--- config.mk ---
export PLATFORM = sky130hd
export DESIGN_NAME = ab_write_arbiter_flat
export DESIGN_NICKNAME = d
export VERILOG_FILES = /design/src/rtl/ab_write_arbiter_if.sv /design/src/rtl/ab_write_arbiter.sv /design/src/flat_wrapper.sv
export SDC_FILE = /design/constraint.sdc
export NUM_CORES = 1
export LEC_CHECK = 0
export ABC_AREA = 1
export CAP_MARGIN = 40
export CORE_AREA = 2 2 222 180
export DETAILED_ROUTE_END_ITERATION = 8
export DIE_AREA = 0 0 224 182
export PLACE_DENSITY = 0.46
export SYNTH_ARGS = -nofsm -noshare
export SYNTH_HDL_FRONTEND = slang
export SYNTH_SLANG_ARGS = --single-unit
export TNS_END_PERCENT = 30
--- constraint.sdc ---
create_clock -name clock -period 4.9 [get_ports clock]
set_input_delay 0.735 -clock clock [delete_from_list [all_inputs] [get_ports clock]]
set_output_delay 0.735 -clock clock [all_outputs]
set_load 0.01 [all_outputs]
--- src/rtl/ab_write_arbiter_if.sv ---
// ---------------------------------------------------------------------------
// ab_write_arbiter_if
//
// Bundles the ALU writeback, host write channel and A/B memory write port
// seen by ab_write_arbiter.
//   slave  : the arbiter (consumes ALU/host requests, drives the write port)
//   master : the surrounding logic / testbench
//
// Signals:
//   alu_wb_valid, alu_op, alu_D, alu_result   ALU writeback request
//   host_valid, host_ready, host_sel_b,
//   host_addr, host_data                      host write channel
//   A_write_addr, B_write_addr, mem_write_data,
//   mem_write_op, A_wren_other, B_wren_other  registered memory write port
//   fifo_count, host_starved                  host FIFO status
// ---------------------------------------------------------------------------
interface ab_write_arbiter_if #(
    parameter int unsigned WORD_WIDTH   = 36,
    parameter int unsigned ADDR_WIDTH   = 10,
    parameter int unsigned OPCODE_WIDTH = 4,
    parameter int unsigned FIFO_DEPTH   = 4
);
    logic                          alu_wb_valid;
    logic [OPCODE_WIDTH-1:0]       alu_op;
    logic [ADDR_WIDTH:0]           alu_D;
    logic [WORD_WIDTH-1:0]         alu_result;

    logic                          host_valid;
    logic                          host_ready;
    logic                          host_sel_b;
    logic [ADDR_WIDTH-1:0]         host_addr;
    logic [WORD_WIDTH-1:0]         host_data;

    logic [ADDR_WIDTH-1:0]         A_write_addr;
    logic [ADDR_WIDTH-1:0]         B_write_addr;
    logic [WORD_WIDTH-1:0]         mem_write_data;
    logic [OPCODE_WIDTH-1:0]       mem_write_op;
    logic                          A_wren_other;
    logic                          B_wren_other;

    logic [$clog2(FIFO_DEPTH):0]   fifo_count;
    logic                          host_starved;

    modport slave (
        input  alu_wb_valid, alu_op, alu_D, alu_result,
        input  host_valid, host_sel_b, host_addr, host_data,
        output host_ready,
        output A_write_addr, B_write_addr, mem_write_data, mem_write_op,
        output A_wren_other, B_wren_other,
        output fifo_count, host_starved
    );

    modport master (
        output alu_wb_valid, alu_op, alu_D, alu_result,
        output host_valid, host_sel_b, host_addr, host_data,
        input  host_ready,
        input  A_write_addr, B_write_addr, mem_write_data, mem_write_op,
        input  A_wren_other, B_wren_other,
        input  fifo_count, host_starved
    );
endinterface

--- src/rtl/ab_write_arbiter.sv ---
// ---------------------------------------------------------------------------
// ab_write_arbiter
//
// Shares the datapath A/B memory write port between ALU writeback and a host
// write channel. ALU writeback always wins; host writes are buffered in a
// FIFO and drained into cycles with no ALU writeback. All write-port outputs
// are registered.
//
// Ports:
//   clock     sole clock, rising edge
//   reset_n   asynchronous active-low reset
//   bus       ab_write_arbiter_if.slave (ALU request, host channel,
//             memory write port, FIFO status)
//
// Optional feature macro AB_WRITE_ARBITER_STATS_EN adds:
//   stat_host_writes     32-bit wrapping count of host FIFO pops
//   stat_blocked_cycles  32-bit wrapping count of cycles with the FIFO
//                        non-empty while an ALU writeback holds the port
// ---------------------------------------------------------------------------
module ab_write_arbiter #(
    parameter int unsigned WORD_WIDTH   = 36,
    parameter int unsigned ADDR_WIDTH   = 10,
    parameter int unsigned OPCODE_WIDTH = 4,
    parameter int unsigned HOST_OP      = 0,
    parameter int unsigned FIFO_DEPTH   = 4,
    parameter int unsigned STARVE_LIMIT = 64
) (
    input  logic                  clock,
    input  logic                  reset_n,
    ab_write_arbiter_if.slave     bus
`ifdef AB_WRITE_ARBITER_STATS_EN
    ,
    output logic [31:0]           stat_host_writes,
    output logic [31:0]           stat_blocked_cycles
`endif
);

    localparam int unsigned PTR_W    = $clog2(FIFO_DEPTH);
    localparam int unsigned CNT_W    = PTR_W + 1;
    localparam int unsigned STARVE_W = $clog2(STARVE_LIMIT + 1);

    typedef struct packed {
        logic                  sel_b;
        logic [ADDR_WIDTH-1:0] addr;
        logic [WORD_WIDTH-1:0] data;
    } entry_t;

    entry_t                  fifo_mem [FIFO_DEPTH];
    logic [PTR_W-1:0]        wr_ptr;
    logic [PTR_W-1:0]        rd_ptr;
    logic [CNT_W-1:0]        count;
    logic                    ready_en;
    logic [STARVE_W-1:0]     starve_cnt;

    logic                    push;
    logic                    pop;
    logic                    fifo_empty;
    logic                    host_ready_i;
    entry_t                  head;
    entry_t                  push_entry;

    logic [ADDR_WIDTH-1:0]   a_addr_q;
    logic [ADDR_WIDTH-1:0]   b_addr_q;
    logic [WORD_WIDTH-1:0]   data_q;
    logic [OPCODE_WIDTH-1:0] op_q;
    logic                    a_wren_q;
    logic                    b_wren_q;

    // ready_en keeps host_ready low while reset is held and through the
    // release edge, so acceptance starts only on a clean post-reset cycle.
    assign fifo_empty   = (count == '0);
    assign host_ready_i = ready_en && (count != CNT_W'(FIFO_DEPTH));
    assign push         = bus.host_valid && host_ready_i;
    // Pop is decided from the registered count, so an entry pushed this
    // cycle can never be forwarded in the same cycle.
    assign pop          = !bus.alu_wb_valid && !fifo_empty;
    assign head         = fifo_mem[rd_ptr];

    always_comb begin
        push_entry       = '0;
        push_entry.sel_b = bus.host_sel_b;
        push_entry.addr  = bus.host_addr;
        push_entry.data  = bus.host_data;
    end

    // Storage needs no reset: occupancy is tracked by count/pointers.
    always_ff @(posedge clock) begin
        if (push) begin
            fifo_mem[wr_ptr] <= push_entry;
        end
    end

    always_ff @(posedge clock or negedge reset_n) begin
        if (!reset_n) begin
            wr_ptr   <= '0;
            rd_ptr   <= '0;
            count    <= '0;
            ready_en <= 1'b0;
        end else begin
            ready_en <= 1'b1;
            if (push) begin
                wr_ptr <= wr_ptr + PTR_W'(1);
            end
            if (pop) begin
                rd_ptr <= rd_ptr + PTR_W'(1);
            end
            unique case ({push, pop})
                2'b10:   count <= count + CNT_W'(1);
                2'b01:   count <= count - CNT_W'(1);
                default: count <= count;
            endcase
        end
    end

    // Write port. Host writes put their address on both address outputs,
    // mirroring the ALU path; only the selected wren qualifies it.
    always_ff @(posedge clock or negedge reset_n) begin
        if (!reset_n) begin
            a_addr_q <= '0;
            b_addr_q <= '0;
            data_q   <= '0;
            op_q     <= '0;
            a_wren_q <= 1'b0;
            b_wren_q <= 1'b0;
        end else if (bus.alu_wb_valid) begin
            a_addr_q <= bus.alu_D[ADDR_WIDTH-1:0];
            b_addr_q <= bus.alu_D[ADDR_WIDTH-1:0];
            data_q   <= bus.alu_result;
            op_q     <= bus.alu_op;
            a_wren_q <= !bus.alu_D[ADDR_WIDTH];
            b_wren_q <= bus.alu_D[ADDR_WIDTH];
        end else if (pop) begin
            a_addr_q <= head.addr;
            b_addr_q <= head.addr;
            data_q   <= head.data;
            op_q     <= OPCODE_WIDTH'(HOST_OP);
            a_wren_q <= !head.sel_b;
            b_wren_q <= head.sel_b;
        end else begin
            a_wren_q <= 1'b0;
            b_wren_q <= 1'b0;
        end
    end

    // Saturating count of consecutive cycles the head is held off by ALU
    // writeback; any other cycle is either a pop or an empty FIFO.
    always_ff @(posedge clock or negedge reset_n) begin
        if (!reset_n) begin
            starve_cnt <= '0;
        end else if (bus.alu_wb_valid && !fifo_empty) begin
            if (starve_cnt != STARVE_W'(STARVE_LIMIT)) begin
                starve_cnt <= starve_cnt + STARVE_W'(1);
            end
        end else begin
            starve_cnt <= '0;
        end
    end

`ifdef AB_WRITE_ARBITER_STATS_EN
    always_ff @(posedge clock or negedge reset_n) begin
        if (!reset_n) begin
            stat_host_writes    <= '0;
            stat_blocked_cycles <= '0;
        end else begin
            if (pop) begin
                stat_host_writes <= stat_host_writes + 32'd1;
            end
            if (bus.alu_wb_valid && !fifo_empty) begin
                stat_blocked_cycles <= stat_blocked_cycles + 32'd1;
            end
        end
    end
`endif

    assign bus.host_ready     = host_ready_i;
    assign bus.A_write_addr   = a_addr_q;
    assign bus.B_write_addr   = b_addr_q;
    assign bus.mem_write_data = data_q;
    assign bus.mem_write_op   = op_q;
    assign bus.A_wren_other   = a_wren_q;
    assign bus.B_wren_other   = b_wren_q;
    assign bus.fifo_count     = count;
    assign bus.host_starved   = (starve_cnt == STARVE_W'(STARVE_LIMIT));

endmodule

--- src/flat_wrapper.sv ---
// flat-port wrapper written by rule: the top's interface ports become plain ports
module ab_write_arbiter_flat 
#(
    parameter int unsigned WORD_WIDTH   = 36,
    parameter int unsigned ADDR_WIDTH   = 10,
    parameter int unsigned OPCODE_WIDTH = 4,
    parameter int unsigned HOST_OP      = 0,
    parameter int unsigned FIFO_DEPTH   = 4,
    parameter int unsigned STARVE_LIMIT = 64
)
  (clock, reset_n, bus_alu_wb_valid, bus_alu_op, bus_alu_D, bus_alu_result, bus_host_valid, bus_host_sel_b, bus_host_addr, bus_host_data, bus_host_ready, bus_A_write_addr, bus_B_write_addr, bus_mem_write_data, bus_mem_write_op, bus_A_wren_other, bus_B_wren_other, bus_fifo_count, bus_host_starved);
  ab_write_arbiter_if #(.WORD_WIDTH(WORD_WIDTH), .ADDR_WIDTH(ADDR_WIDTH), .OPCODE_WIDTH(OPCODE_WIDTH), .FIFO_DEPTH(FIFO_DEPTH)) bus_i ();
  input  logic clock;
  input  logic reset_n;
  input wire logic [$bits(bus_i.alu_wb_valid)-1:0] bus_alu_wb_valid;
  input wire logic [$bits(bus_i.alu_op)-1:0] bus_alu_op;
  input wire logic [$bits(bus_i.alu_D)-1:0] bus_alu_D;
  input wire logic [$bits(bus_i.alu_result)-1:0] bus_alu_result;
  input wire logic [$bits(bus_i.host_valid)-1:0] bus_host_valid;
  input wire logic [$bits(bus_i.host_sel_b)-1:0] bus_host_sel_b;
  input wire logic [$bits(bus_i.host_addr)-1:0] bus_host_addr;
  input wire logic [$bits(bus_i.host_data)-1:0] bus_host_data;
  output wire logic [$bits(bus_i.host_ready)-1:0] bus_host_ready;
  output wire logic [$bits(bus_i.A_write_addr)-1:0] bus_A_write_addr;
  output wire logic [$bits(bus_i.B_write_addr)-1:0] bus_B_write_addr;
  output wire logic [$bits(bus_i.mem_write_data)-1:0] bus_mem_write_data;
  output wire logic [$bits(bus_i.mem_write_op)-1:0] bus_mem_write_op;
  output wire logic [$bits(bus_i.A_wren_other)-1:0] bus_A_wren_other;
  output wire logic [$bits(bus_i.B_wren_other)-1:0] bus_B_wren_other;
  output wire logic [$bits(bus_i.fifo_count)-1:0] bus_fifo_count;
  output wire logic [$bits(bus_i.host_starved)-1:0] bus_host_starved;
  assign bus_i.alu_wb_valid = bus_alu_wb_valid;
  assign bus_i.alu_op = bus_alu_op;
  assign bus_i.alu_D = bus_alu_D;
  assign bus_i.alu_result = bus_alu_result;
  assign bus_i.host_valid = bus_host_valid;
  assign bus_i.host_sel_b = bus_host_sel_b;
  assign bus_i.host_addr = bus_host_addr;
  assign bus_i.host_data = bus_host_data;
  assign bus_host_ready = bus_i.host_ready;
  assign bus_A_write_addr = bus_i.A_write_addr;
  assign bus_B_write_addr = bus_i.B_write_addr;
  assign bus_mem_write_data = bus_i.mem_write_data;
  assign bus_mem_write_op = bus_i.mem_write_op;
  assign bus_A_wren_other = bus_i.A_wren_other;
  assign bus_B_wren_other = bus_i.B_wren_other;
  assign bus_fifo_count = bus_i.fifo_count;
  assign bus_host_starved = bus_i.host_starved;
  ab_write_arbiter #(.WORD_WIDTH(WORD_WIDTH), .ADDR_WIDTH(ADDR_WIDTH), .OPCODE_WIDTH(OPCODE_WIDTH), .HOST_OP(HOST_OP), .FIFO_DEPTH(FIFO_DEPTH), .STARVE_LIMIT(STARVE_LIMIT)) u_core (.clock(clock), .reset_n(reset_n), .bus(bus_i));
endmodule
==> summary.txt <==
Run status
  • Status: complete, no violations

CTS
  • TritonCTS clock tree: yes
  • Number of CTS-inserted buffers: 28
  • Clock sink count: ~260
  • CTS Hold Bufs: 0
  • Post_cts resized: 0
  • # Post-CTS Setup Buffers: 0
  • Reg clk slew, reported paths: around 0.060 ns
  • CTS Buffer Depth: 3
  • Root buf cell: clkbuf_16
  • Worst skew pair latency: 0.54 ns
  • H-tree level count: 1

Worst setup path
  • Reg2reg start: u_core.bus.fifo_count[0]
  • Bufs and invs on worst path: 3
  • CP Max Fanout: 5
  • Critical path origin: u_core.starve_cnt[0]
  • Startpoint Class: flop
  • Critical path cell sequence: inv_1 -> ha_1 -> nand2_1 -> nand3b_1 -> inv_1 -> clkdlybuf4s50_1
  • CP max-delay cell: clkdlybuf4s50_1
  • Type of the worst setup path: reg -> out
  • Critical path's largest stage delay: approximately 0.53 ns
  • CP Data Required Time: approximately 4.2 ns
  • Critical Path AT: around 2.1 ns
  • CP most frequent cell: inv_1
  • Top delay family on crit path: buffers and inverters
  • CP Capture Type: output port

Drt
  • Post-route ant nets: 0
  • Met2 wire len: approximately 13,000 um
  • Drt wl/cell: between 15 and 20 um
  • Top sig layer: met4
  • Metal1 wirelength: 14,300 um
  • Starting DRC count in detailed routing: 424
  • Wire length on met3: 1530 um
  • TritonRoute pass-1 iters: 4
  • Post-DR vias/cell: between 4 and 5
  • Post-Route WL: 28,800 um
  • # DRC: 0
  • Vias: between 7,000 and 8,000

Global route
  • Initial antenna violation count: 1
  • Largest net degree at the start of global routing: just under 60
  • Congestion Overflow GR: 0
  • First-pass GRT wire length: 45,300 um
  • Gr usage total: 0.143
  • Vias in the first global route: just under 8,000

Floorplan
  • Core ar.: 38,800 sq um
  • Die ar.: approximately 40,000 sq um
  • Die Ht: 182 um
  • IO Count: ~170
  • Die W: around 220 um
  • FP Rows: 65
  • Effective utilization at floorplan: 0.296

Timing
  • Slew @ Worst Pin: ~0.77 ns
  • Min Tclk post-route: roughly 2.8 ns
  • Fmax: ~360 MHz
  • Slew headroom: 0.486
  • Final setup vio count: 0
  • Final worst-path cycle share: 0.574
  • RSZ-0062 raised after global routing: no
  • Final Max Slew Viols: 0
  • Sum of negative setup slack: 0 ns
  • Final worst slack: about 2.1 ns
  • Worst clock skew: between 0.009 and 0.01 ns
  • Hold Vio Cnt, Final: 0

Logic synthesis
  • Mean area per synthesized cell: roughly 9.5 sq um
  • Syn nets: 1,319
  • Ys Warns: 0
  • Seq cells post-synth: roughly 260
  • Register area share after synthesis: 0.639
  • Post-synth cell types: 27
  • Synth Instances: 1,209
  • Mapped cell area: 11,500 sq um

Power and ir drop
  • Leak: ~6.6 nW
  • Total power: 7.65 mW
  • Power per cell area: approximately 520 nW/um^2
  • Max VDD drop: around 0.25 mV

Flow run
  • Max-cap check violation count: 0

Placement
  • Port-buffer cells: about 170
  • Post-DP Area: about 14,000 sq um
  • Gpl congestion: just over 0.7
  • Hpwl dp: approximately 18,000 um
  • Place WS: between 1.5 and 2 ns

Final layout
  • Area Growth Syn to Fin: 27.8%
  • Fillers: 3,841
  • Most frequent cells in the layout: nand2_1 (403), inv_1 (248), edfxtp_1 (188)
  • Final Cell Area: about 15,000 sq um
  • Register area: 7330 sq um
  • Nets: approximately 1,500
  • Fraction of layout cells with a size suffix above 1: 0.0802
  • Fin util: 0.378
  • Footprint of the multi-input gates: roughly 2900 sq um
  • Commonest non-fill, non-tap cell in the layout: nand2_1

Worst hold path
  • Worst hold path type: in -> async
==> per-stage QoR <==
step	cells	hold WS [ns]
global placement	1829	0.457
floorplan	1209	0.439
CTS	1886	0.204
global route	1886	0.223
detailed placement	1834	0.457
finish	1888	0.192
==> metal layers <==
metal	vias to the layer above	global-route usage
met3	29	0.0273
met2	158	0.224
met4	0	0.0243
li1	4020	-
met5	-	0
met1	3660	0.208
==> flip-flops by register name (all words and copies together) (netlist names), 2 cells and up <==
name,flops
u_core.fifo_mem,188
u_core.bus.mem_write_data,36
u_core.bus.A_write_addr,10
u_core.starve_cnt,7
u_core.bus.mem_write_op,4
u_core.bus.fifo_count,3
u_core.rd_ptr,2
u_core.wr_ptr,2
==> logic make-up (layout without fill, tap and decap cells) <==
kind of cell	count (synthesis)	count (layout)	synth area share
flip-flops	255	255	0.639
other	1	3	0.000327
XOR/XNOR	6	6	0.00458
AO/OA/AOI/OAI	7	7	0.00360
buffers and inverters	313	488	0.114
AND/OR/NAND/NOR	619	619	0.230
adder cells (fa/ha/maj)	8	8	0.00938
==> report_power, final <==
| part | internal [mW] | leakage (nW) | switching, mW | total [mW] |
|---|---|---|---|---|
| logic | 1.02 | 3.66 | 1.45 | 2.47 |
| registers | 2.73 | 2.50 | 0.225 | 2.96 |
| clock network | 1.35 | 0.477 | 0.869 | 2.22 |
==> synth_stat cells <==
cell type / number / area share
nand3b_1: 1 / 0.00065
clkbuf_1: 19 / 0.0062
o21ai_0: 4 / 0.0017
or2_0: 10 / 0.0055
a31o_2: 1 / 0.00076
conb_1: 1 / 0.00033
or2_2: 36 / 0.020
fa_1: 1 / 0.0017
nand4_1: 1 / 0.00055
dfrtp_1: 67 / 0.15
nor3_1: 2 / 0.00087
buf_1: 1 / 0.00033
a21boi_0: 1 / 0.00065
nand2_1: 403 / 0.13
xnor2_1: 1 / 0.00076
buf_4: 14 / 0.0092
ha_1: 7 / 0.0076
inv_2: 2 / 0.00065
xor2_1: 5 / 0.0038
nand3_1: 148 / 0.065
buf_6: 7 / 0.0069
nand2_2: 1 / 0.00055
o21ai_1: 1 / 0.00044
inv_1: 250 / 0.082
buf_2: 20 / 0.0087
edfxtp_1: 188 / 0.49
nor2_1: 17 / 0.0056
==> worst paths after layout <==
kind                                            endpoint  slack, ns  cells past startpoint
hold reg to reg               u_core.bus.mem_write_op[1]       0.47                      2
hold / removal                u_core.bus.A_write_addr[5]       0.19                      1
setup / recovery                        bus_host_starved       2.09                      6
max in group asynchronous  u_core.bus.mem_write_data[22]       3.85                      2
min in group clock            u_core.bus.mem_write_op[1]       0.47                      2
setup reg to reg                  u_core.fifo_mem[0][38]       2.28                      5
==> worst reg2reg max path, delay by kind of cell (launching register included) <==
family                 cells  cell delay, ns
buffers and inverters      1            0.53
flip-flops                 1            0.41
AND/OR/NAND/NOR            4            1.32
==> area by class of cell <==
type / instances / share of cell area
timing repair buffer: 184 / 0.129
clock buffer: 33 / 0.0512
sequential: 255 / 0.500
inverter: 252 / 0.0647
antenna: 2 / 0.000342
tap: 502 / 0.0429
multi-input combinational: 641 / 0.196
clock inverter: 19 / 0.0153
(Power assumes the default switching activity.)
